## src/rtl/lsu_dmem_ctrl_if.sv

```systemverilog
// rtl/lsu_dmem_ctrl_if.sv - dmem request/response channel between the LSU and the memory port
// Request and response both carry a mem_pkt_t {mtype, addr, len, data}; mtype 1 = WRITE, 0 = READ.
interface lsu_dmem_ctrl_if #(
   parameter int N_BITS = 32
);
   typedef struct packed {
      logic              mtype;
      logic [N_BITS-1:0] addr;
      logic [1:0]        len;
      logic [N_BITS-1:0] data;
   } mem_pkt_t;

   logic     req_vld;
   logic     req_rdy;
   mem_pkt_t req;
   logic     rsp_vld;
   logic     rsp_rdy;
   mem_pkt_t rsp;

   modport master (
      output req_vld,
      input  req_rdy,
      output req,
      input  rsp_vld,
      output rsp_rdy,
      input  rsp
   );

   modport slave (
      input  req_vld,
      output req_rdy,
      input  req,
      output rsp_vld,
      input  rsp_rdy,
      output rsp
   );
endinterface

```

## src/rtl/lsu_dmem_ctrl.sv

```systemverilog
// rtl/lsu_dmem_ctrl.sv - load/store unit: one dmem op in flight, load data alignment/extension
// IDLE -> REQ -> RSP -> DONE; misaligned accesses skip straight to DONE without touching dmem.
module lsu_dmem_ctrl #(
   parameter int N_BITS         = 32,
   parameter bit STORE_WAIT_RSP = 1'b1
) (
   input  logic              clk,
   input  logic              rst,
   input  logic              x_mem_vld,
   input  logic              x_mem_we,
   input  logic [2:0]        x_mem_funct3,
   input  logic [N_BITS-1:0] x_addr,
   input  logic [N_BITS-1:0] x_st_data,
   output logic              stall,
   output logic              m_done,
   output logic [N_BITS-1:0] m_ld_data,
   output logic              m_misaligned,
   lsu_dmem_ctrl_if.master   dmem
);

   typedef enum logic [1:0] {IDLE, REQ, RSP, DONE} state_t;

   state_t     state;
   logic       we_q;
   logic [2:0] f3_q;
   logic       x_misaligned;
   logic       unused_rsp;

   // funct3[1] set means word class, which also absorbs the reserved encodings 011/110/111
   function automatic logic [1:0] size_len(input logic [2:0] f3);
      if (f3[1])      return 2'd0;
      else if (f3[0]) return 2'd2;
      else            return 2'd1;
   endfunction

   function automatic logic [N_BITS-1:0] size_mask(input logic [2:0] f3, input logic [N_BITS-1:0] d);
      if (f3[1])      return d;
      else if (f3[0]) return {{(N_BITS-16){1'b0}}, d[15:0]};
      else            return {{(N_BITS-8){1'b0}}, d[7:0]};
   endfunction

   function automatic logic [N_BITS-1:0] extend(input logic [2:0] f3, input logic [N_BITS-1:0] d);
      if (f3[1])      return d;
      else if (f3[0]) return {{(N_BITS-16){~f3[2] & d[15]}}, d[15:0]};
      else            return {{(N_BITS-8){~f3[2] & d[7]}}, d[7:0]};
   endfunction

   always_comb begin
      x_misaligned = 1'b0;
      if (x_mem_funct3[1])      x_misaligned = |x_addr[1:0];
      else if (x_mem_funct3[0]) x_misaligned = x_addr[0];
   end

   assign stall      = (state == REQ) | (state == RSP) | ((state == IDLE) & x_mem_vld);
   assign unused_rsp = ^{dmem.rsp.mtype, dmem.rsp.addr, dmem.rsp.len};

   always_ff @(posedge clk) begin
      if (rst) begin
         state        <= IDLE;
         we_q         <= 1'b0;
         f3_q         <= 3'd0;
         m_done       <= 1'b0;
         m_ld_data    <= '0;
         m_misaligned <= 1'b0;
         dmem.req_vld <= 1'b0;
         dmem.req     <= '0;
         dmem.rsp_rdy <= 1'b0;
      end else begin
         case (state)
            IDLE: begin
               if (x_mem_vld) begin
                  if (x_misaligned) begin
                     m_done       <= 1'b1;
                     m_misaligned <= 1'b1;
                     m_ld_data    <= '0;
                     state        <= DONE;
                  end else begin
                     we_q            <= x_mem_we;
                     f3_q            <= x_mem_funct3;
                     dmem.req_vld    <= 1'b1;
                     dmem.req.mtype  <= x_mem_we;
                     dmem.req.addr   <= x_addr;
                     dmem.req.len    <= size_len(x_mem_funct3);
                     dmem.req.data   <= x_mem_we ? size_mask(x_mem_funct3, x_st_data) : '0;
                     state           <= REQ;
                  end
               end
            end
            REQ: begin
               if (dmem.req_rdy) begin
                  dmem.req_vld <= 1'b0;
                  if (we_q && !STORE_WAIT_RSP) begin
                     m_done    <= 1'b1;
                     m_ld_data <= '0;
                     state     <= DONE;
                  end else begin
                     dmem.rsp_rdy <= 1'b1;
                     state        <= RSP;
                  end
               end
            end
            RSP: begin
               if (dmem.rsp_vld) begin
                  dmem.rsp_rdy <= 1'b0;
                  m_done       <= 1'b1;
                  m_ld_data    <= we_q ? '0 : extend(f3_q, dmem.rsp.data);
                  state        <= DONE;
               end
            end
            DONE: begin
               // x_mem_vld seen here still belongs to the op just finished
               m_done       <= 1'b0;
               m_misaligned <= 1'b0;
               state        <= IDLE;
            end
            default: state <= IDLE;
         endcase
      end
   end

endmodule

```

## src/flat_wrapper.sv

```systemverilog
// flat-port wrapper written by rule: the top's interface ports become plain ports
module lsu_dmem_ctrl_flat 
#(
   parameter int N_BITS         = 32,
   parameter bit STORE_WAIT_RSP = 1'b1
)
  (clk, rst, x_mem_vld, x_mem_we, x_mem_funct3, x_addr, x_st_data, stall, m_done, m_ld_data, m_misaligned, dmem_req_vld, dmem_req_rdy, dmem_req, dmem_rsp_vld, dmem_rsp_rdy, dmem_rsp);
  lsu_dmem_ctrl_if #(.N_BITS(N_BITS)) dmem_i ();
  input  logic clk;
  input  logic rst;
  input  logic x_mem_vld;
  input  logic x_mem_we;
  input  logic [2:0] x_mem_funct3;
  input  logic [N_BITS-1:0] x_addr;
  input  logic [N_BITS-1:0] x_st_data;
  output logic stall;
  output logic m_done;
  output logic [N_BITS-1:0] m_ld_data;
  output logic m_misaligned;
  output wire logic [$bits(dmem_i.req_vld)-1:0] dmem_req_vld;
  input wire logic [$bits(dmem_i.req_rdy)-1:0] dmem_req_rdy;
  output wire logic [$bits(dmem_i.req)-1:0] dmem_req;
  input wire logic [$bits(dmem_i.rsp_vld)-1:0] dmem_rsp_vld;
  output wire logic [$bits(dmem_i.rsp_rdy)-1:0] dmem_rsp_rdy;
  input wire logic [$bits(dmem_i.rsp)-1:0] dmem_rsp;
  assign dmem_req_vld = dmem_i.req_vld;
  assign dmem_i.req_rdy = dmem_req_rdy;
  assign dmem_req = dmem_i.req;
  assign dmem_i.rsp_vld = dmem_rsp_vld;
  assign dmem_rsp_rdy = dmem_i.rsp_rdy;
  assign dmem_i.rsp = dmem_rsp;
  lsu_dmem_ctrl #(.N_BITS(N_BITS), .STORE_WAIT_RSP(STORE_WAIT_RSP)) u_core (.clk(clk), .rst(rst), .x_mem_vld(x_mem_vld), .x_mem_we(x_mem_we), .x_mem_funct3(x_mem_funct3), .x_addr(x_addr), .x_st_data(x_st_data), .stall(stall), .m_done(m_done), .m_ld_data(m_ld_data), .m_misaligned(m_misaligned), .dmem(dmem_i));
endmodule
```

## config.mk

```make
export PLATFORM = sky130hd
export DESIGN_NAME = lsu_dmem_ctrl_flat
export DESIGN_NICKNAME = d
export VERILOG_FILES = /design/src/rtl/lsu_dmem_ctrl_if.sv /design/src/rtl/lsu_dmem_ctrl.sv /design/src/flat_wrapper.sv
export SDC_FILE = /design/constraint.sdc
export NUM_CORES = 1
export LEC_CHECK = 0
export CAP_MARGIN = 20
export CORE_MARGIN = 2
export CORE_UTILIZATION = 42
export CTS_BUF_LIST = sky130_fd_sc_hd__clkbuf_2 sky130_fd_sc_hd__clkbuf_4 sky130_fd_sc_hd__clkbuf_8
export DETAILED_ROUTE_END_ITERATION = 8
export PLACE_DENSITY_LB_ADDON = 0.25
export SKIP_LAST_GASP = 1
export SLEW_MARGIN = 20
export SYNTH_ARGS = -nofsm -noshare
export SYNTH_HDL_FRONTEND = slang
export SYNTH_SLANG_ARGS = --single-unit
```

## constraint.sdc

```tcl
create_clock -name clk -period 3.96 [get_ports clk]
set_clock_uncertainty 0.1 [all_clocks]
set_input_delay 0.792 -clock clk [delete_from_list [all_inputs] [get_ports clk]]
set_output_delay 0.792 -clock clk [all_outputs]
set_load 0.05 [all_outputs]
```

==> run_results.csv <==
group,metric,value,unit
critical_path,required,3.07,ns
detailed_routing,ant_nets,0,
finish,fillers,804,
critical_path,path_cells,"clkdlybuf4s50_1 -> nand2_1 -> nand2b_1 -> clkdlybuf4s50_1",
synthesis,synth_top_area_share,0.5096,
clocking,hold_buffers,0,
synthesis,synth_seq_cells,108,
critical_path,worst_path_most_repeated_cell,"clkdlybuf4s50_1",
sta,rsz0062_at_grt,"false",
critical_path,start_kind,"input pin",
clocking,cts-resized-gates,0,
critical_path,end_kind,"output port",
finish,design_area,6558,µm²
placed_design,place.gp.congestion,0.7739,
critical_path,critical_path.slowest_cell,"clkdlybuf4s50_1",
hold_path,hp-class,"register to register",
critical_path,cp_data_arrival_time,2.47,ns
global_route,grt_pass1_wl,20150,µm
global_route,grt_util_all_layers,0.2256,
finish,layout-drive-gt1-share,0.04512,
power,powerDensity,498.9,nW/µm²
synthesis,yosysWarnings,0,
sta,period_needed,3.361,ns
clocking,cts.reportedPaths.clkPinSlew,0.09,ns
sta,fin_crit_sh,0.8488,
sta,slew_viol_final,0,
placed_design,portBuffers,208,
clocking,cts_root_buf,"clkbuf_8",
finish,synthToLayoutAreaGrowth,54.56,%
floorplan,row_count,36,
critical_path,critPathKind,"input pin to output port",
placed_design,place_hpwl,9039,µm
sta,worst_slew_pin_slew,0.9466,ns
clocking,cts-root-to-sink-buffers,2,
power,peakVddDrop,0.0002664,V
finish,diodes,0,
placed_design,pre_cts_slack,0.6186,ns
sta,timing.fmax,297.5,MHz
floorplan,die_area,10920,µm²
finish,fin_util,0.6709,
synthesis,seq_area_frac_synth,0.5096,
global_route,antenna_found_initial,0,
sta,slew_headroom,0.3682,
synthesis,avgSynthCellArea,8.624,µm²
clocking,cts_buffers,9,
global_route,grt_pass1_vias,4126,
detailed_routing,routed_wl,12400,µm
clocking,post-cts-setup-buffers,0,
detailed_routing,vias_per_cell,5.032,
power,power.leakage,2.395,nW
run_status,status,"completed",
detailed_routing,routedWlPerCell,15.12,µm
synthesis,synth.cell_area,4243,µm²
global_route,grt_max_degree,60,
critical_path,crit_fanout,6,
floorplan,die_h,104.5,µm
detailed_routing,dr_total_vias,4126,
synthesis,synth_cell_types,40,
global_route,grt-ovfl-total,0,
synthesis,syn_nets,638,
floorplan,die_w,104.5,µm
sta,setup_ws,0.5989,ns
synthesis,synth.area.top_cells,"dfxtp_1 51%, nand2_1 13%, a21oi_1 7.8%, mux2i_1 7.8%, nand3_1 2.9%",
sta,setup_viol,0,
detailed_routing,dr.first_iter.drc_count,115,
floorplan,io_pins,244,
clocking,clock-sinks,108,
synthesis,netlist.top_cell.by_area,"dfxtp_1",
detailed_routing,drc,0,
placed_design,dpl-instance-area,6377,µm²
synthesis,postSynthCellCount,492,
floorplan,initial_utilization,0.4341,
sta,hold_viol_final,0,
detailed_routing,dr.pass1.iters,5,
clocking,cts_tree,"yes",
sta,fin_setup_tns,0,ns
run,drv_cap,0,
floorplan,core,9774,µm²
clocking,htree_levels,3,
critical_path,critical_path.max_stage_delay,0.80,ns
finish,nNetsFinal,828,
clocking,clk_latency,0.36,ns
-- worst max-delay path: cells and delay by family --
| kind | cells | cell delay [ns] |
|---|---|---|
| buffers and inverters | 2 | 1.41 |
| and+or+nand+nor | 2 | 0.27 |
-- synth_stat cells (all sizes together) --
cell       n
a2111oi    1
a211oi     3
a21boi     3
a21oi     66
a22o       8
a22oi      1
a31o       1
and2       1
and3b      1
buf       17
clkbuf    17
dfxtp    108
ha         6
inv        4
mux2       1
mux2i     33
nand2    144
nand2b     3
nand3     25
nand3b     1
nand4      2
nor2       9
nor2b      3
nor3       2
nor3b      1
nor4       1
nor4b      2
o211a      1
o21ai     26
o21bai     1
-- sequential cells by signal (all words and copies together), names as in the netlist --
register             count
u_core.dmem.req         66
u_core.dmem.req_vld      1
u_core.dmem.rsp_rdy      1
u_core.f3_q              3
u_core.m_done            1
u_core.m_ld_data        32
u_core.m_misaligned      1
u_core.state             2
u_core.we_q              1
-- power by group --
part / internal, W / switching [W]
logic: 0.000514 / 0.000855
clock network: 0.000243 / 0.000381
registers: 0.00121 / 0.0000724
-- cells by family after synthesis --
family                     Yosys count  share of synthesized area
DFF                                108                     0.5096
buffers and inverters               38                    0.04011
adders and majority gates            6                    0.01769
AOI/OAI and AO/OA                  111                     0.1501
and+or+nand+nor                    195                     0.2020
muxes                               34                    0.08051
-- cell usage in the layout (no fill, tap or decap), types with 2 or more instances in the layout --
master	instances
clkinv_4	3
ha_1	6
inv_6	2
o21ai_1	11
mux2i_1	33
clkdlybuf4s50_1	207
nor3_1	2
a22o_1	8
clkbuf_8	9
dfxtp_1	108
buf_4	5
inv_1	4
a211oi_1	3
nand2_1	144
nor2_1	8
nand2b_1	3
nand3_1	25
nor2b_1	3
a21oi_1	66
o21ai_0	13
o21ai_4	2
-- per-layer routing --
layer  share of wire  GRT usage  vias to the layer above
met5               0          0                        -
met4           0.015    0.06274                        0
met3           0.096    0.09273                       19
met2            0.48     0.3847                      169
met1            0.41     0.2598                     1903
li1                -          -                     2035
-- per-stage QoR --
step                power [W]  hold slack [ns]  instances
floorplan            0.002228           0.3447        492
global placement     0.002644           0.3372        804
detailed placement   0.002676           0.3436        804
CTS                  0.003304           0.3566        820
global route         0.003432           0.3796        820
finish               0.003272           0.3541        820
-- final timing paths --
path | from | end | slack (ns) | depth (start not counted)
worst max register to register | u_core.state[0]$_SDFFE_PP0P_ | u_core.dmem.req[30]$_SDFFE_PP0P_ | 1.55 | 7
worst min-delay path | u_core.dmem.req[1]$_SDFFE_PP0P_ | u_core.dmem.req[1]$_SDFFE_PP0P_ | 0.35 | 2
worst max-delay path | x_mem_vld | stall | 0.60 | 4
worst min register to register | u_core.dmem.req[1]$_SDFFE_PP0P_ | u_core.dmem.req[1]$_SDFFE_PP0P_ | 0.35 | 2
-- layout make-up --
cell class	count	area (µm²)	share of cell area
sequential	108	2162	0.3297
timing repair buffer	213	2115	0.3225
multi-input combinational	346	1919	0.2927
tap	133	166.4	0.02538
clock buffer	10	131.4	0.02003
clock inverter	6	48.80	0.007441
inverter	4	15.01	0.002290
Power figures use the tool's default switching activity.
